**src/rtl/load_store_unit_pkg.sv**
```systemverilog
// Shared constants, FSM state type and decode helpers for the load/store unit.
package load_store_unit_pkg;

  localparam logic [2:0] F3_B  = 3'b000;
  localparam logic [2:0] F3_H  = 3'b001;
  localparam logic [2:0] F3_W  = 3'b010;
  localparam logic [2:0] F3_BU = 3'b100;
  localparam logic [2:0] F3_HU = 3'b101;

  localparam logic [3:0] MASK_B = 4'b0001;
  localparam logic [3:0] MASK_H = 4'b0011;
  localparam logic [3:0] MASK_W = 4'b1111;

  typedef enum logic [2:0] {
    S_IDLE, S_ISSUE1, S_WAIT1, S_ISSUE2, S_WAIT2, S_RESP
  } lsu_state_e;

  function automatic logic [3:0] size_mask(input logic [2:0] f3);
    case (f3)
      F3_B, F3_BU: return MASK_B;
      F3_H, F3_HU: return MASK_H;
      F3_W:        return MASK_W;
      default:     return 4'b0000;
    endcase
  endfunction

  // Unsigned widths only make sense for loads.
  function automatic logic f3_legal(input logic [2:0] f3, input logic we);
    return (f3 == F3_B) || (f3 == F3_H) || (f3 == F3_W) ||
           (!we && ((f3 == F3_BU) || (f3 == F3_HU)));
  endfunction

  function automatic logic misaligned(input logic [2:0] f3, input logic [1:0] off);
    return (((f3 == F3_H) || (f3 == F3_HU)) && off[0]) ||
           ((f3 == F3_W) && (off != 2'b00));
  endfunction

endpackage

```
**src/rtl/load_store_unit_lane_align.sv**
```systemverilog
// Combinational lane steering: store shift/byte enables and load shift/extension.
module lsu_lane_align
  import load_store_unit_pkg::*;
(
  input  logic [2:0]  i_funct3,
  input  logic [1:0]  i_offset,
  input  logic [31:0] i_wdata,
  input  logic [31:0] i_rdata_lo,
  input  logic [31:0] i_rdata_hi,
  output logic [3:0]  o_be_lo,
  output logic [3:0]  o_be_hi,
  output logic [31:0] o_wdata_lo,
  output logic [31:0] o_wdata_hi,
  output logic [31:0] o_load_data
);

  logic [4:0]  w_sh;
  logic [7:0]  w_be;
  logic [63:0] w_wd;
  logic [63:0] w_rd;

  // Treat the two words as one 64-bit window so crossing accesses need no special case.
  assign w_sh = {i_offset, 3'b000};
  assign w_be = {4'b0000, size_mask(i_funct3)} << i_offset;
  assign w_wd = {32'h0, i_wdata} << w_sh;
  assign w_rd = {i_rdata_hi, i_rdata_lo} >> w_sh;

  assign o_be_lo    = w_be[3:0];
  assign o_be_hi    = w_be[7:4];
  assign o_wdata_lo = w_wd[31:0];
  assign o_wdata_hi = w_wd[63:32];

  always_comb begin
    o_load_data = '0;
    case (i_funct3)
      F3_B:    o_load_data = {{24{w_rd[7]}}, w_rd[7:0]};
      F3_H:    o_load_data = {{16{w_rd[15]}}, w_rd[15:0]};
      F3_W:    o_load_data = w_rd[31:0];
      F3_BU:   o_load_data = {24'h0, w_rd[7:0]};
      F3_HU:   o_load_data = {16'h0, w_rd[15:0]};
      default: o_load_data = '0;
    endcase
  end

endmodule

```
**src/rtl/load_store_unit.sv**
```systemverilog
// Single-outstanding load/store unit; splits word-crossing accesses into two bus beats.
module load_store_unit
  import load_store_unit_pkg::*;
#(
  parameter int MISALIGN_SPLIT = 1
) (
  input  logic        clk,
  input  logic        reset,
  input  logic        req_valid,
  output logic        req_ready,
  input  logic        req_we,
  input  logic [2:0]  req_funct3,
  input  logic [31:0] req_addr,
  input  logic [31:0] req_wdata,
  output logic        resp_valid,
  output logic [31:0] resp_rdata,
  output logic        resp_err,
  output logic        mem_req,
  input  logic        mem_gnt,
  output logic        mem_we,
  output logic [3:0]  mem_be,
  output logic [31:0] mem_addr,
  output logic [31:0] mem_wdata,
  input  logic        mem_rvalid,
  input  logic [31:0] mem_rdata
);

  lsu_state_e  r_state, w_next;
  logic        r_we, r_resp_valid, r_resp_err;
  logic [2:0]  r_f3;
  logic [31:0] r_addr, r_wdata, r_lo, r_hi, r_resp_rdata;

  logic        w_accept, w_reject, w_split;
  logic [3:0]  w_be_lo, w_be_hi;
  logic [31:0] w_wd_lo, w_wd_hi, w_load, w_lo_in, w_hi_in, w_word_addr;

  assign req_ready = (r_state == S_IDLE);
  assign w_accept  = req_valid && req_ready;
  assign w_reject  = !f3_legal(req_funct3, req_we) ||
                     ((MISALIGN_SPLIT == 0) && misaligned(req_funct3, req_addr[1:0]));
  assign w_split   = |w_be_hi;

  // Bypass the returning word so the response can be registered on the same edge it arrives.
  assign w_lo_in = (r_state == S_WAIT1) ? mem_rdata : r_lo;
  assign w_hi_in = (r_state == S_WAIT2) ? mem_rdata : r_hi;

  lsu_lane_align u_align (
    .i_funct3    (r_f3),
    .i_offset    (r_addr[1:0]),
    .i_wdata     (r_wdata),
    .i_rdata_lo  (w_lo_in),
    .i_rdata_hi  (w_hi_in),
    .o_be_lo     (w_be_lo),
    .o_be_hi     (w_be_hi),
    .o_wdata_lo  (w_wd_lo),
    .o_wdata_hi  (w_wd_hi),
    .o_load_data (w_load)
  );

  always_comb begin
    w_next = r_state;
    case (r_state)
      S_IDLE:   if (w_accept)   w_next = w_reject ? S_RESP : S_ISSUE1;
      S_ISSUE1: if (mem_gnt)    w_next = S_WAIT1;
      S_WAIT1:  if (mem_rvalid) w_next = w_split ? S_ISSUE2 : S_RESP;
      S_ISSUE2: if (mem_gnt)    w_next = S_WAIT2;
      S_WAIT2:  if (mem_rvalid) w_next = S_RESP;
      S_RESP:   w_next = S_IDLE;
      default:  w_next = S_IDLE;
    endcase
  end

  assign w_word_addr = {r_addr[31:2], 2'b00};

  always_comb begin
    mem_req   = 1'b0;
    mem_we    = 1'b0;
    mem_be    = '0;
    mem_addr  = '0;
    mem_wdata = '0;
    if (r_state == S_ISSUE1) begin
      mem_req   = 1'b1;
      mem_we    = r_we;
      mem_be    = w_be_lo;
      mem_addr  = w_word_addr;
      mem_wdata = w_wd_lo;
    end else if (r_state == S_ISSUE2) begin
      mem_req   = 1'b1;
      mem_we    = r_we;
      mem_be    = w_be_hi;
      mem_addr  = w_word_addr + 32'd4;
      mem_wdata = w_wd_hi;
    end
  end

  always_ff @(posedge clk) begin
    if (reset) begin
      r_state      <= S_IDLE;
      r_we         <= 1'b0;
      r_f3         <= '0;
      r_addr       <= '0;
      r_wdata      <= '0;
      r_lo         <= '0;
      r_hi         <= '0;
      r_resp_valid <= 1'b0;
      r_resp_err   <= 1'b0;
      r_resp_rdata <= '0;
    end else begin
      r_state <= w_next;
      if (w_accept) begin
        r_we    <= req_we;
        r_f3    <= req_funct3;
        r_addr  <= req_addr;
        r_wdata <= req_wdata;
      end
      if ((r_state == S_WAIT1) && mem_rvalid) r_lo <= mem_rdata;
      if ((r_state == S_WAIT2) && mem_rvalid) r_hi <= mem_rdata;
      r_resp_valid <= (w_next == S_RESP);
      r_resp_err   <= (r_state == S_IDLE) && (w_next == S_RESP);
      r_resp_rdata <= ((w_next == S_RESP) && (r_state != S_IDLE) && !r_we) ? w_load : '0;
    end
  end

  assign resp_valid = r_resp_valid;
  assign resp_err   = r_resp_err;
  assign resp_rdata = r_resp_rdata;

endmodule

```
**config.mk**
```make
export PLATFORM = sky130hd
export DESIGN_NAME = load_store_unit
export DESIGN_NICKNAME = d
export VERILOG_FILES = /design/src/rtl/load_store_unit_pkg.sv /design/src/rtl/load_store_unit_lane_align.sv /design/src/rtl/load_store_unit.sv
export SDC_FILE = /design/constraint.sdc
export NUM_CORES = 1
export LEC_CHECK = 0
export ABC_AREA = 1
export BUFFER_PORTS_ARGS = -buffer_cell sky130_fd_sc_hd__buf_2
export CORE_MARGIN = 2
export CORE_UTILIZATION = 61
export CTS_BUF_LIST = sky130_fd_sc_hd__clkbuf_8
export DETAILED_ROUTE_END_ITERATION = 12
export PLACE_DENSITY = 0.89
export SETUP_SLACK_MARGIN = 0.05
export SLEW_MARGIN = 40
export SYNTH_ARGS = -nofsm -noshare
export SYNTH_HDL_FRONTEND = slang
export SYNTH_SLANG_ARGS = --single-unit
```
**constraint.sdc**
```tcl
create_clock -name clk -period 4.05 [get_ports clk]
set_clock_uncertainty 0.15 [all_clocks]
set_input_delay 0.405 -clock clk [delete_from_list [all_inputs] [get_ports clk]]
set_output_delay 0.405 -clock clk [all_outputs]
set_load 0.03 [all_outputs]
```
# Word-level counts from Yosys, hierarchy flattened
# Index checks and enable logic that the tools add are counted.
[totals]
regBits = 169
input_bits = 105
word_cells = 71
out_inout_bits = 105
[op_classes]
muxes = 22
add_sub_neg = 1
n_eq_ne = 13
shifts = 3
bitwise_logic = 1
n_reduce_logical = 21
[ops]
columns = ["cell", "count"]
rows = [
  ["$mux 32", 6],
  ["$pmux 32 s5", 1],
  ["$shl 32x5->64", 1],
  ["$shr 64x5->32", 1],
  ["$add 32x3->32 const B", 1],
  ["$mux 3", 7],
  ["$eq 3x3->1 const B", 6],
  ["$pmux 3 s5", 1],
  ["$eq 3x2->1 const B", 4],
  ["$pmux 4 s3", 1],
  ["$eq 3x1->1 const B", 3],
  ["$logic_not 3->1", 3],
  ["$mux 4", 2],
  ["$shl 4x2->8", 1],
  ["$logic_and 1x1->1", 7],
  ["$reduce_or 2->1", 3],
  ["$logic_or 1x1->1", 4],
  ["$mux 1", 4],
  ["$reduce_or 4->1", 1],
  ["$reduce_bool 3->1", 1],
  ["$logic_not 1->1", 2],
  ["$not 1->1", 1],
]

# Depth between registers and ports, before layout
# Gate-level depths: netlist of run 1.
[logic_depth]
depth_word = 13
mapped_depth = 12
depth_no_buf = 10

# Cells and area by module
# Synthesis of run 1 repeated with hierarchy kept, for this count alone.
[unflattened]
cells_unflattened = 1714
hier_area_um2 = 10369.9
[modules_own_cells]
columns = ["mod", "area_each_um2", "n_inst", "cells_each", "seq_area_each_um2"]
rows = [
  ["load_store_unit", 7950.1, 1, 1194, 3383.2],
  ["lsu_lane_align", 2419.8, 1, 520, 0.0],
]

# Least setup slack after synthesis of run 1
# Ideal clock, no wire load.
[synth_timing]
path_type = "reg-to-output"
startpoint = "reg r_addr[2]"
endpoint = "out mem_addr[18]"
n_path_buf = 0
slack_ns = 1.457
required_time_ns = 3.495
stages_incl_launch_ff = 10
t_arrival_ns = 2.038
path_cell_list = "dfxtp_1 -> ha_1 -> nand2_1 -> nor2_1 -> nand3_1 -> nor2_1 -> nand2_1 -> nor2_1 -> a21oi_1 -> nor3_1"
[synth_via]
elab_chain_cells = 3
[synth_lines]
columns = ["item", "line_no", "text"]
rows = [
  ["start: declaration", "load_store_unit.sv:31", "logic [31:0] r_addr, r_wdata, r_lo, r_hi, r_resp_rdata;"],
  ["start signal: assignment", "load_store_unit.sv:113", "r_addr <= req_addr;"],
  ["$add 32x3->32", "load_store_unit.sv:91", "mem_addr = w_word_addr + 32'd4;"],
  ["$mux 32", "load_store_unit.sv:87", "end else if (r_state == S_ISSUE2) begin"],
  ["$mux 32", "load_store_unit.sv:81", "if (r_state == S_ISSUE1) begin"],
  ["end: declaration", "load_store_unit.sv:22", "output logic [31:0] mem_addr,"],
]
# Every way passes these cells.

# Worst setup path after layout of run 1
[layout_timing]
startpoint = "reg r_state[0]"
endpoint = "out mem_wdata[6]"
[layout_via]
elab_chain_cells = 3
elab_cells_between_ends = 4
cone_classes = "eq/ne (2); mux (2)"
[layout_lines]
columns = ["item", "line_no", "text"]
rows = [
  ["start: declaration", "load_store_unit.sv:28", "lsu_state_e r_state, w_next;"],
  ["start signal: assignment", "load_store_unit.sv:109", "r_state <= w_next;"],
  ["$eq 3x2->1", "load_store_unit.sv:87", ""],
  ["$mux 32", "load_store_unit.sv:87", ""],
  ["$mux 32 *", "load_store_unit.sv:81", ""],
  ["end: declaration", "load_store_unit.sv:23", "output logic [31:0] mem_wdata,"],
]
# Mark *: on every way between the ends. The rest lies on a longest branch, timed or not.

==> results by group, run 1 <==
Outcome
  • Status: finished clean

Synth
  • Cell Area, Synth: ~9100 um2
  • Synth area leader: dfxtp_1
  • Synthesized area per cell: between 6 and 7 um2
  • Sequential share of the synthesized area: 35.52%
  • Post-Synthesis Cells: between 1000 and 1500
  • Ys async rst share: 0%
  • Main area contributors after synthesis: dfxtp_1 (36%), nand3_1 (15%), nand2_1 (9.3%)
  • EDFF count, synth: 0
  • Post-synthesis register bit count: 161
  • Post-synth cell types: 38
  • Main synth FF type: dfxtp_1
  • Synth warn: 0
  • Yosys top cell area share: between 30% and 40%

Floorplan
  • IO Pins: 210
  • Core area: around 15000 um2
  • Chip Width: approximately 130 um
  • Row Count: 44
  • Height of the die: 126.0 um
  • Die ar.: ~16000 um2
  • Initial Util: between 60% and 70%

Clock network
  • CTS buffer count: 17
  • Resized cells post-CTS: 0
  • CTS tree: yes
  • Clock Pin Slew Worst Setup and Hold Paths: around 0.090 ns
  • Post-CTS setup buffer count: 0
  • Clk_lat worst skew: around 0.46 ns
  • Clock sink count: 161
  • CTS root buffer: clkbuf_8
  • Htree depth: 4
  • Bufs on Longest Clock Path: 2
  • Hold-fix buffers, CTS: 0

Global route
  • First-pass GRT wire length: around 47 mm
  • Initial antenna violation count: 2
  • GRT overflow: 0
  • Vias in the first global route: roughly 9500
  • GR Util All Layers: a little over a third
  • Pin count of the biggest net entering global routing: approximately 110

Timing
  • Setup violators final: 0
  • Slew of the pin with the lowest slew margin: roughly 0.78 ns
  • TNS Setup: 0 ns
  • Post-route clock period utilization: 94.39%
  • FMAX: around 260 MHz
  • Worst slew margin: roughly 48%
  • Min Tclk post-route: between 3 and 4 ns
  • RSZ-0062 raised after global routing: no
  • Final slew viol count: 0
  • Final Hold Vio Count: 0
  • Setup slack after layout: around 0.23 ns

Setup path
  • R2R depth: 10
  • RR Endpoint: resp_rdata[19]
  • Maximum net fanout on the critical path: 28
  • Worst Path Arrival: approximately 3.3 ns
  • Critical Path RT: ~3.5 ns
  • Worst setup EP type: output port
  • Startpoint Class: flop
  • Crit Path Class: flop to output port
  • Setup slack, reg-to-reg: approximately 0.89 ns
  • R2R Path Start: r_state[1]

Detailed routing
  • Initial DRC count: between 1000 and 1500
  • Vias post-DR: around 11000
  • Vias per cell: between 6 and 7
  • Routed wire length per instance: roughly 17 um
  • Antenna viol nets, final: 0
  • Drt first pass iters: 7
  • DRT Wirelength: a little under 30 mm
  • # DRC: 0

Final layout
  • Synthesis-to-layout area growth: 15.54%
  • Layout Utilization: 72.13%
  • Nets@finish: around 1700
  • Fillers: 1296
  • Layout cells sized above 1: about 18%
  • Storage cell area: about 3200 um2
  • Multi-input gate area in the final layout: 4820 um2

Worst hold path
  • End of the worst hold path: r_wdata[30]
  • Hold_sp: req_wdata[30]
  • HP Class: input port to flop
  • Hold Path Depth: 3

Pwr
  • Leakage power: 4.743 nW
  • PwrDens: 399.2 nW/um2
  • Max rail drop VDD: 0.2191 mV

Placed design
  • RePlAce Congestion: ~0.96
  • Detailed Place HPWL: roughly 21 mm
  • Pre-CTS setup slack: 0.8182 ns
  • PortBufs: about 210

Job
  • Max_cap viols: 0
worst max-delay path: stages (launching register included):
cell	delay, ns
dfxtp_1	0.42
inv_1	0.38
nor2_4	0.45
inv_2	0.19
nor2_4	0.21
inv_2	0.13
nor2_4	0.25
inv_2	0.26
o21ai_0	0.27
buf_2	0.24
flip-flops by register name, summed over array words and instances, names as in the netlist:
signal      count
r_addr         32
r_f3            3
r_hi           24
r_lo           32
r_state         3
r_wdata        32
r_we            1
resp_err        1
resp_rdata     32
resp_valid      1
power by group:
group	leakage, nW	total (mW)	internal (mW)	switching, mW
sequential	1.31	1.78	1.70	0.0827
combinational	3.23	1.18	0.330	0.849
clock	0.197	1.23	0.598	0.627
total	4.74	4.19	2.63	1.56
logic make-up after synthesis:
kind of cell               Yosys count  share of synthesized area (%)
xor gates and xnor gates             3                         0.2896
AOI/OAI and AO/OA                  375                          21.98
adders and majority gates            1                         0.1379
and+or+nand+nor                    595                          30.46
other                                1                        0.04133
DFF                                161                          35.52
buffers and inverters              268                          11.57
per-stage QoR:
step / hold slack, ns / area (um2) / std cells / power [mW]
2_1_floorplan: 0.2737 / 9077 / 1405 / 2.635
3_3_place_gp: 0.2842 / 10070 / 1714 / 2.936
3_5_place_dp: 0.2937 / 10070 / 1714 / 2.961
4_1_cts: 0.03796 / 10480 / 1745 / 4.160
5_1_grt: 0.05274 / 10480 / 1746 / 4.381
6_report: 0.05430 / 10480 / 1746 / 4.185
synth_stat cells, types with 5 or more instances:
master    number
a21oi_1      153
o221ai_1       8
nand4_1        6
nand2_1      226
nor2_4         5
nand3_1      273
o21ai_0      163
buf_1         15
nand3b_1       8
clkbuf_1      61
buf_2         17
dfxtp_1      161
nor3_1        21
o211ai_1      16
o22ai_1       21
inv_1        160
nor2_1        44
inv_2          7
final cells by class:
cell class                 instances  share of cell area [%]
tap                              184                   2.196
inverter                         170                   6.111
sequential                       161                   30.76
clock inverter                    11                   1.253
multi-input combinational        976                   45.97
clock buffer                      20                   2.626
antenna                            1                 0.02387
timing repair buffer             223                   11.06
worst max-delay path by stage:
| stage | from | end | slack (ns) | cells after the start |
|---|---|---|---|---|
| final | r_state[0] | mem_wdata[6] | 0.23 | 9 |
| after global routing | r_state[0] | mem_wdata[3] | 0.05 | 9 |
| after CTS | r_state[0] | mem_wdata[6] | 0.29 | 9 |
| after detailed placement | r_state[0] | mem_wdata[6] | 0.82 | 9 |
| after global placement | r_state[0] | mem_wdata[18] | 0.96 | 9 |
| after floorplan | r_addr[2] | mem_addr[18] | 1.46 | 9 |
cells in the final DEF (no fill, tap or decap), drive strengths merged, types with 2 or more instances in the layout:
| cell type | instances |
|---|---|
| nand3 | 276 |
| conb | 2 |
| nand3b | 8 |
| clkinv | 8 |
| dfxtp | 161 |
| a211oi | 2 |
| o21ai | 167 |
| o221ai | 8 |
| a31oi | 4 |
| nand4 | 6 |
| buf | 223 |
| xor2 | 3 |
| nor3b | 3 |
| a21oi | 153 |
| o211ai | 16 |
| bufinv | 2 |
| o21a | 2 |
| nand2 | 228 |
| o22ai | 21 |
| clkinvlp | 3 |
| clkbuf | 20 |
| nor2 | 50 |
| nor3 | 23 |
| inv | 168 |
per-layer routing:
metal / wire [um] / track usage, % / up-vias
li1: - / - / 5046
met1: 11020 / 43.97 / 4756
met2: 13490 / 58.67 / 646
met3: 2822 / 7.944 / 157
met4: 1858 / 22.11 / 2
met5: 14 / 0 / -
(Power assumes the default switching activity.)
==> run 2: changes to the inputs <==
REMOVE_ABC_BUFFERS = 1   (was not set)
==> run 2 against run 1 <==
Sequential cell count unchanged; non-clock buffer count grew 2; via count down 2.4%; critical path depth stayed put; sequential power about the same; setup slack gained 0.25 ns; cell count rose by 0.17%; fmax grew 6.9%; register-to-register slack improved by 0.16 ns; highest routed layer unchanged; global-route usage decreased by 1.9 points; first-iteration DRC count is 1.2% lower.
==> results by group, run 2 (synthesized netlist as in run 1, its figures left out) <==
Global route
  • Pin count of the biggest net entering global routing: 109 (unchanged)
  • Vias in the first global route: 9294 (was 9510)
  • GR Util All Layers: 34.26% (was 36.20%)
  • Initial antenna violation count: 3 (was 2)
  • First-pass GRT wire length: 44.75 mm (was 46.74 mm)
  • GRT overflow: 0 (unchanged)

Pwr
  • Reg power frac: 41.0% (was 42.6%)
  • Switching part of the total: 34.42% (was 37.25%)
  • Max rail drop VDD: 0.2540 mV (was 0.2191 mV)
  • Combinational Power Share: 26.8% (was 28.2%)
  • PwrDens: 412.0 nW/um2 (was 399.2 nW/um2)
  • Internal Power: 2.856 mW (was 2.627 mW)
  • Power, Total: 4.354 mW (was 4.185 mW)
  • Leakage power: 4.808 nW (was 4.743 nW)
  • Clock power share: 32.2% (was 29.3%)
  • Switching pwr: 1.499 mW (was 1.559 mW)

Floorplan
  • Die ar.: 15870 um2 (unchanged)
  • IO Pins: 210 (unchanged)
  • Initial Util: 62.43% (unchanged)
  • Row Count: 44 (unchanged)
  • Chip Width: 126.0 um (unchanged)
  • Height of the die: 126.0 um (unchanged)
  • Core area: 14530 um2 (unchanged)

Final layout
  • Fillers: 1290 (was 1296)
  • Commonest non-fill, non-tap cells in the layout: nand3_1 (272), nand2_1 (226), buf_2 (207) (unchanged)
  • Commonest non-fill, non-tap cell in the layout: nand3_1 (unchanged)
  • Layout cells sized above 1: 17.77% (was 17.81%)
  • Synthesis-to-layout area growth: 16.48% (was 15.54%)
  • Post-route insts no fill: 1749 (was 1746)
  • Nets@finish: 1657 (was 1655)

Timing
  • FMAX: 279.6 MHz (was 261.6 MHz)
  • Min Tclk post-route: 3.577 ns (was 3.823 ns)
  • Slew of the pin with the lowest slew margin: 0.7628 ns (was 0.7835 ns)
  • Worst slew margin: 49.09% (was 47.71%)
  • Final slew viol count: 0 (unchanged)
  • RSZ-0062 raised after global routing: no (unchanged)
  • Setup violators final: 0 (unchanged)
  • Post-route clock period utilization: 88.32% (was 94.39%)
  • Final Hold Vio Count: 0 (unchanged)

Detailed routing
  • Vias per cell: 5.918 (was 6.075)
  • Antenna viol nets, final: 0 (unchanged)
  • DRT Wirelength: 27.76 mm (was 29.21 mm)
  • Initial DRC count: 1197 (was 1212)
  • # DRC: 0 (unchanged)
  • Vias post-DR: 10350 (was 10610)
  • Routed wire length per instance: 15.87 um (was 16.73 um)
  • Drt first pass iters: 8 (was 7)

Setup path
  • Startpoint Class: flop (unchanged)
  • Maximum net fanout on the critical path: 28 (unchanged)
  • CP max stage cell: dfxtp_1 (was nor2_4)
  • Crit path launch: r_state[0] (unchanged)
  • R2R Path Start: r_state[1] (unchanged)
  • Worst setup EP type: output port (unchanged)
  • Crit Path Class: flop to output port (unchanged)
  • Critical Path RT: 3.49 ns (about the same)
  • Worst Path Arrival: 3.02 ns (was 3.27 ns)
  • Setup slack, reg-to-reg: 1.05 ns (was 0.89 ns)
  • Critical path cell sequence: inv_1 > nor2_4 > inv_2 > nor2_4 > inv_2 > nor2_4 > inv_2 > o21ai_0 > buf_2 (unchanged)
  • Crit-path max cell delay: 0.41 ns (was 0.45 ns)
  • R2R depth: 9 (was 10)
  • RR Endpoint: resp_rdata[10] (was resp_rdata[19])

Placed design
  • PortBufs: 207 (unchanged)
  • RePlAce Congestion: 0.9427 (was 0.9622)
  • Placed insts: 1713 (was 1714)
  • Detailed Place HPWL: 19.21 mm (was 20.67 mm)

Clock network
  • CTS tree: yes (unchanged)
  • Clock sink count: 161 (unchanged)
  • Hold-fix buffers, CTS: 0 (unchanged)
  • Clk_lat worst skew: 0.46 ns (about the same)
  • Clock Pin Slew Worst Setup and Hold Paths: 0.09 ns (about the same)
  • CTS buffer count: 17 (unchanged)
  • Bufs on Longest Clock Path: 2 (unchanged)
  • CTS root buffer: clkbuf_8 (unchanged)
  • Resized cells post-CTS: 0 (unchanged)
  • Htree depth: 4 (unchanged)

Job
  • Max_cap viols: 0 (unchanged)

Worst hold path
  • Hold_sp: req_wdata[31] (was req_wdata[30])
  • HP Class: input port to flop (unchanged)
  • Hold Path Depth: 3 (unchanged)
  • End of the worst hold path: r_wdata[31] (was r_wdata[30])

Outcome
  • Status: finished clean (unchanged)
## run 2: timing repair
action	in CTS	in global routing
endpoints found under the setup margin	0	16
endpoints found under the hold margin	0	0
buffers inserted	0	3
## run 2: worst max path at each step
stage / to / slack (ns) / cells past startpoint
CTS: mem_wdata[4] / 0.26 / 9
floorplan: mem_be[0] / -0.76 / 4
finish: mem_wdata[4] / 0.47 / 9
global route: mem_wdata[1] / 0.25 / 9
detailed placement: mem_wdata[4] / 0.77 / 9
global placement: mem_wdata[2] / 0.94 / 9
## run 2: through the flow
stage | instance area [um2] | utilization (%) | hold WS [ns] | setup TNS [ns] | setup WS [ns]
after global routing | 10570 | 72.72 | 0.04437 | 0 | 0.2455
final | 10570 | 72.72 | 0.05469 | 0 | 0.4730
after detailed placement | 10070 | 69.27 | 0.2866 | 0 | 0.7709
after floorplan | 8666 | - | 0.2756 | -49.34 | -0.7590
after global placement | 10060 | 69.22 | 0.2852 | 0 | 0.9429
after CTS | 10540 | 72.55 | 0.04330 | 0 | 0.2589
## run 2: power groups by stage
stage	Clock, mW	Sequential [mW]	Combinational (mW)
after global placement	0	1.81	1.11
after CTS	1.41	1.78	1.14
after floorplan	0	1.84	0.736
after global routing	1.49	1.80	1.28
final	1.40	1.79	1.17
after detailed placement	0	1.82	1.13
## run 2: critical path, delay by kind of cell, from the launching register on
family	cells	cell delay, ns
AOI/OAI and AO/OA	1	0.26
DFF	1	0.41
buffers and inverters	5	1.11
and+or+nand+nor	3	0.76
## run 2: cell type report
| type | instances | area (um2) | area share (%) |
|---|---|---|---|
| Timing Repair Buffer | 225 | 1175 | 11.12 |
| Sequential cell | 161 | 3224 | 30.51 |
| Inverter | 170 | 640.6 | 6.061 |
| Clock inverter | 13 | 215.2 | 2.036 |
| Clock buffer | 19 | 261.5 | 2.474 |
| Tap cell | 184 | 230.2 | 2.178 |
| Antenna cell | 1 | 2.502 | 0.02368 |
| Multi-Input combinational cell | 976 | 4820 | 45.60 |
## run 2: layer usage
| layer | vias up | part of all wire (%) | track usage (%) |
|---|---|---|---|
| li1 | 5041 | - | - |
| met1 | 4623 | 40 | 44.36 |
| met2 | 617 | 46 | 55.69 |
| met3 | 66 | 11 | 7.859 |
| met4 | 4 | 2.4 | 13.32 |
| met5 | - | 0.12 | 0 |
==> run 3: changes to the inputs <==
CORE_UTILIZATION = 62   (was 61)
SYNTH_HIERARCHICAL = 1   (was not set)
==> run 3 against run 2 <==
Wire length increased by 5.1%; largest power group unchanged; clock power decreased by 10%; combinational power decreased by 5%; fmax decreased by 0.22%; cell area increased by 7.2%; cell count increased by 16%; sequential power about the same.
==> results by group, run 3 <==
Timing
  • FMAX: 278.9 MHz (was 279.6 MHz)
  • Slew of the pin with the lowest slew margin: 0.8286 ns (was 0.7628 ns)
  • Final Hold Vio Count: 0 (unchanged)
  • RSZ-0062 raised after global routing: no (unchanged)
  • Setup slack after layout: 0.4651 ns (was 0.4730 ns)
  • Post-route clock period utilization: 88.52% (was 88.32%)
  • WHS: 0.02044 ns (was 0.05469 ns)
  • Worst slew margin: 44.76% (was 49.09%)
  • Min Tclk post-route: 3.585 ns (was 3.577 ns)
  • Final slew viol count: 0 (unchanged)
  • Setup violators final: 0 (unchanged)

Clock network
  • Resized cells post-CTS: 0 (unchanged)
  • Bufs on Longest Clock Path: 2 (unchanged)
  • Post-CTS setup buffer count: 0 (unchanged)
  • Clock sink count: 161 (unchanged)
  • CTS root buffer: clkbuf_8 (unchanged)
  • Htree depth: 4 (unchanged)
  • Clk_lat worst skew: 0.47 ns (was 0.46 ns)
  • Hold-fix buffers, CTS: 0 (unchanged)
  • CTS tree: yes (unchanged)
  • Clock Pin Slew Worst Setup and Hold Paths: 0.09 ns (about the same)
  • CTS buffer count: 17 (unchanged)

Detailed routing
  • Vias per cell: 5.541 (was 5.918)
  • Vias post-DR: 11220 (was 10350)
  • # DRC: 0 (unchanged)
  • Antenna viol nets, final: 0 (unchanged)
  • DRT Wirelength: 29.17 mm (was 27.76 mm)
  • Initial DRC count: 1023 (was 1197)
  • Drt first pass iters: 7 (was 8)
  • Routed wire length per instance: 14.40 um (was 15.87 um)

Synth
  • Post-Synthesis Cells: 1666 (was 1404)
  • Synth warn: 6 (was 0)
  • Cell Area, Synth: 10030 um2 (was 9074 um2)
  • Synthesized area per cell: 6.020 um2 (was 6.463 um2)

Setup path
  • Startpoint Class: flop (unchanged)
  • CP max stage cell: inv_1 (was dfxtp_1)
  • Worst Path Arrival: 3.03 ns (was 3.02 ns)
  • CP top delay family: buffers and inverters (unchanged)
  • Worst setup EP type: output port (unchanged)
  • Crit Path Class: flop to output port (unchanged)
  • Most frequent CP cell: inv_1
  • Critical Path RT: 3.49 ns (about the same)
  • Critical path cell sequence: inv_1 > nor2_2 > nand2_1 > inv_1 > buf_12 > a22o_1 > buf_2 (was inv_1 > nor2_4 > inv_2 > nor2_4 > inv_2 > nor2_4 > inv_2 > o21ai_0 > buf_2)
  • Crit-path max cell delay: 0.58 ns (was 0.41 ns)
  • Buffers & Inverters on Critical Path: 4 (was 5)
  • Maximum net fanout on the critical path: 33 (was 28)

Floorplan
  • Initial Util: 63.37% (was 62.43%)
  • Die ar.: 17210 um2 (was 15870 um2)
  • Chip Width: 131.2 um (was 126.0 um)
  • Height of the die: 131.2 um (was 126.0 um)
  • Row Count: 46 (was 44)
  • IO Pins: 210 (unchanged)
  • Core area: 15830 um2 (was 14530 um2)

Global route
  • Pin count of the biggest net entering global routing: 110 (was 109)
  • Initial antenna violation count: 6 (was 3)
  • GR Util All Layers: 32.67% (was 34.26%)
  • Vias in the first global route: 9902 (was 9294)
  • First-pass GRT wire length: 46.97 mm (was 44.75 mm)
  • GRT overflow: 0 (unchanged)

Final layout
  • Nets@finish: 1896 (was 1657)
  • Synthesis-to-layout area growth: 12.92% (was 16.48%)
  • Fillers: 1426 (was 1290)
  • Layout cells sized above 1: 15.92% (was 17.77%)
  • Commonest non-fill, non-tap cells in the layout: nand2_1 (419), o21ai_0 (239), buf_2 (207) (was nand3_1 (272), nand2_1 (226), buf_2 (207))
  • Commonest non-fill, non-tap cell in the layout: nand2_1 (was nand3_1)
  • Post-route cell area: 11330 um2 (was 10570 um2)

Placed design
  • PortBufs: 207 (unchanged)
  • Pre-CTS setup slack: 1.063 ns (was 0.7709 ns)
  • Detailed Place HPWL: 19.35 mm (was 19.21 mm)
  • RePlAce Congestion: 0.9454 (was 0.9427)
  • Cell Area, Placed: 10890 um2 (was 10070 um2)

Job
  • Max_cap viols: 0 (unchanged)

Outcome
  • Status: finished clean (unchanged)

Pwr
  • Max rail drop VDD: 0.2935 mV (was 0.2540 mV)
  • Leakage power: 5.021 nW (was 4.808 nW)
  • PwrDens: 367.6 nW/um2 (was 412.0 nW/um2)

Worst hold path
  • HP Class: input port to flop (unchanged)
## run 3: final timing paths
check | cells after the start | endpoint | startpoint | slack [ns]
worst max register to register | 7 | resp_rdata[18] | r_state[1] | 1.19
worst min-delay path | 3 | r_addr[0] | req_addr[0] | 0.02
worst min register to register | 2 | r_hi[6] | r_hi[6] | 0.30
worst max-delay path | 7 | mem_wdata[20] | r_state[0] | 0.47
## run 3: where the power goes
part | switching, mW | total [mW] | internal, mW
clock network | 0.649 | 1.26 | 0.615
registers | 0.0977 | 1.79 | 1.69
logic | 0.772 | 1.11 | 0.336
total | 1.52 | 4.16 | 2.64
## run 3: worst min-delay path, delay by kind of cell
kind	cells	cell delay, ns
buf+inv	1	0.09
simple gates	1	0.06
compound gates	1	0.05
## run 3: stage by stage
stage,total power [mW],util [%],TNS (ns),cells
after detailed placement,2.905,68.80,0,1987
after global placement,2.873,68.74,0,1987
after CTS,4.159,71.44,0,2019
after global routing,4.389,71.56,0,2025
final,4.163,71.56,0,2025
after floorplan,2.557,-,-16.60,1549
## run 3: metal layers
layer	vias to the layer above	global-route usage, %	share of wire [%]
met3	98	6.057	8.4
met2	550	53.63	46
met4	0	16.61	4.1
li1	5553	-	-
met1	5019	41.19	41
met5	-	0	0
## run 3: layout make-up
cell class,count,area [um2],area share (%)
multi-input combinational,1179,5435,47.99
clock buffer,17,234.0,2.066
clock inverter,15,183.9,1.624
sequential,161,3228,28.50
inverter,209,790.8,6.982
timing repair buffer,222,1169,10.32
tap,216,270.3,2.386
antenna,6,15.01,0.1326
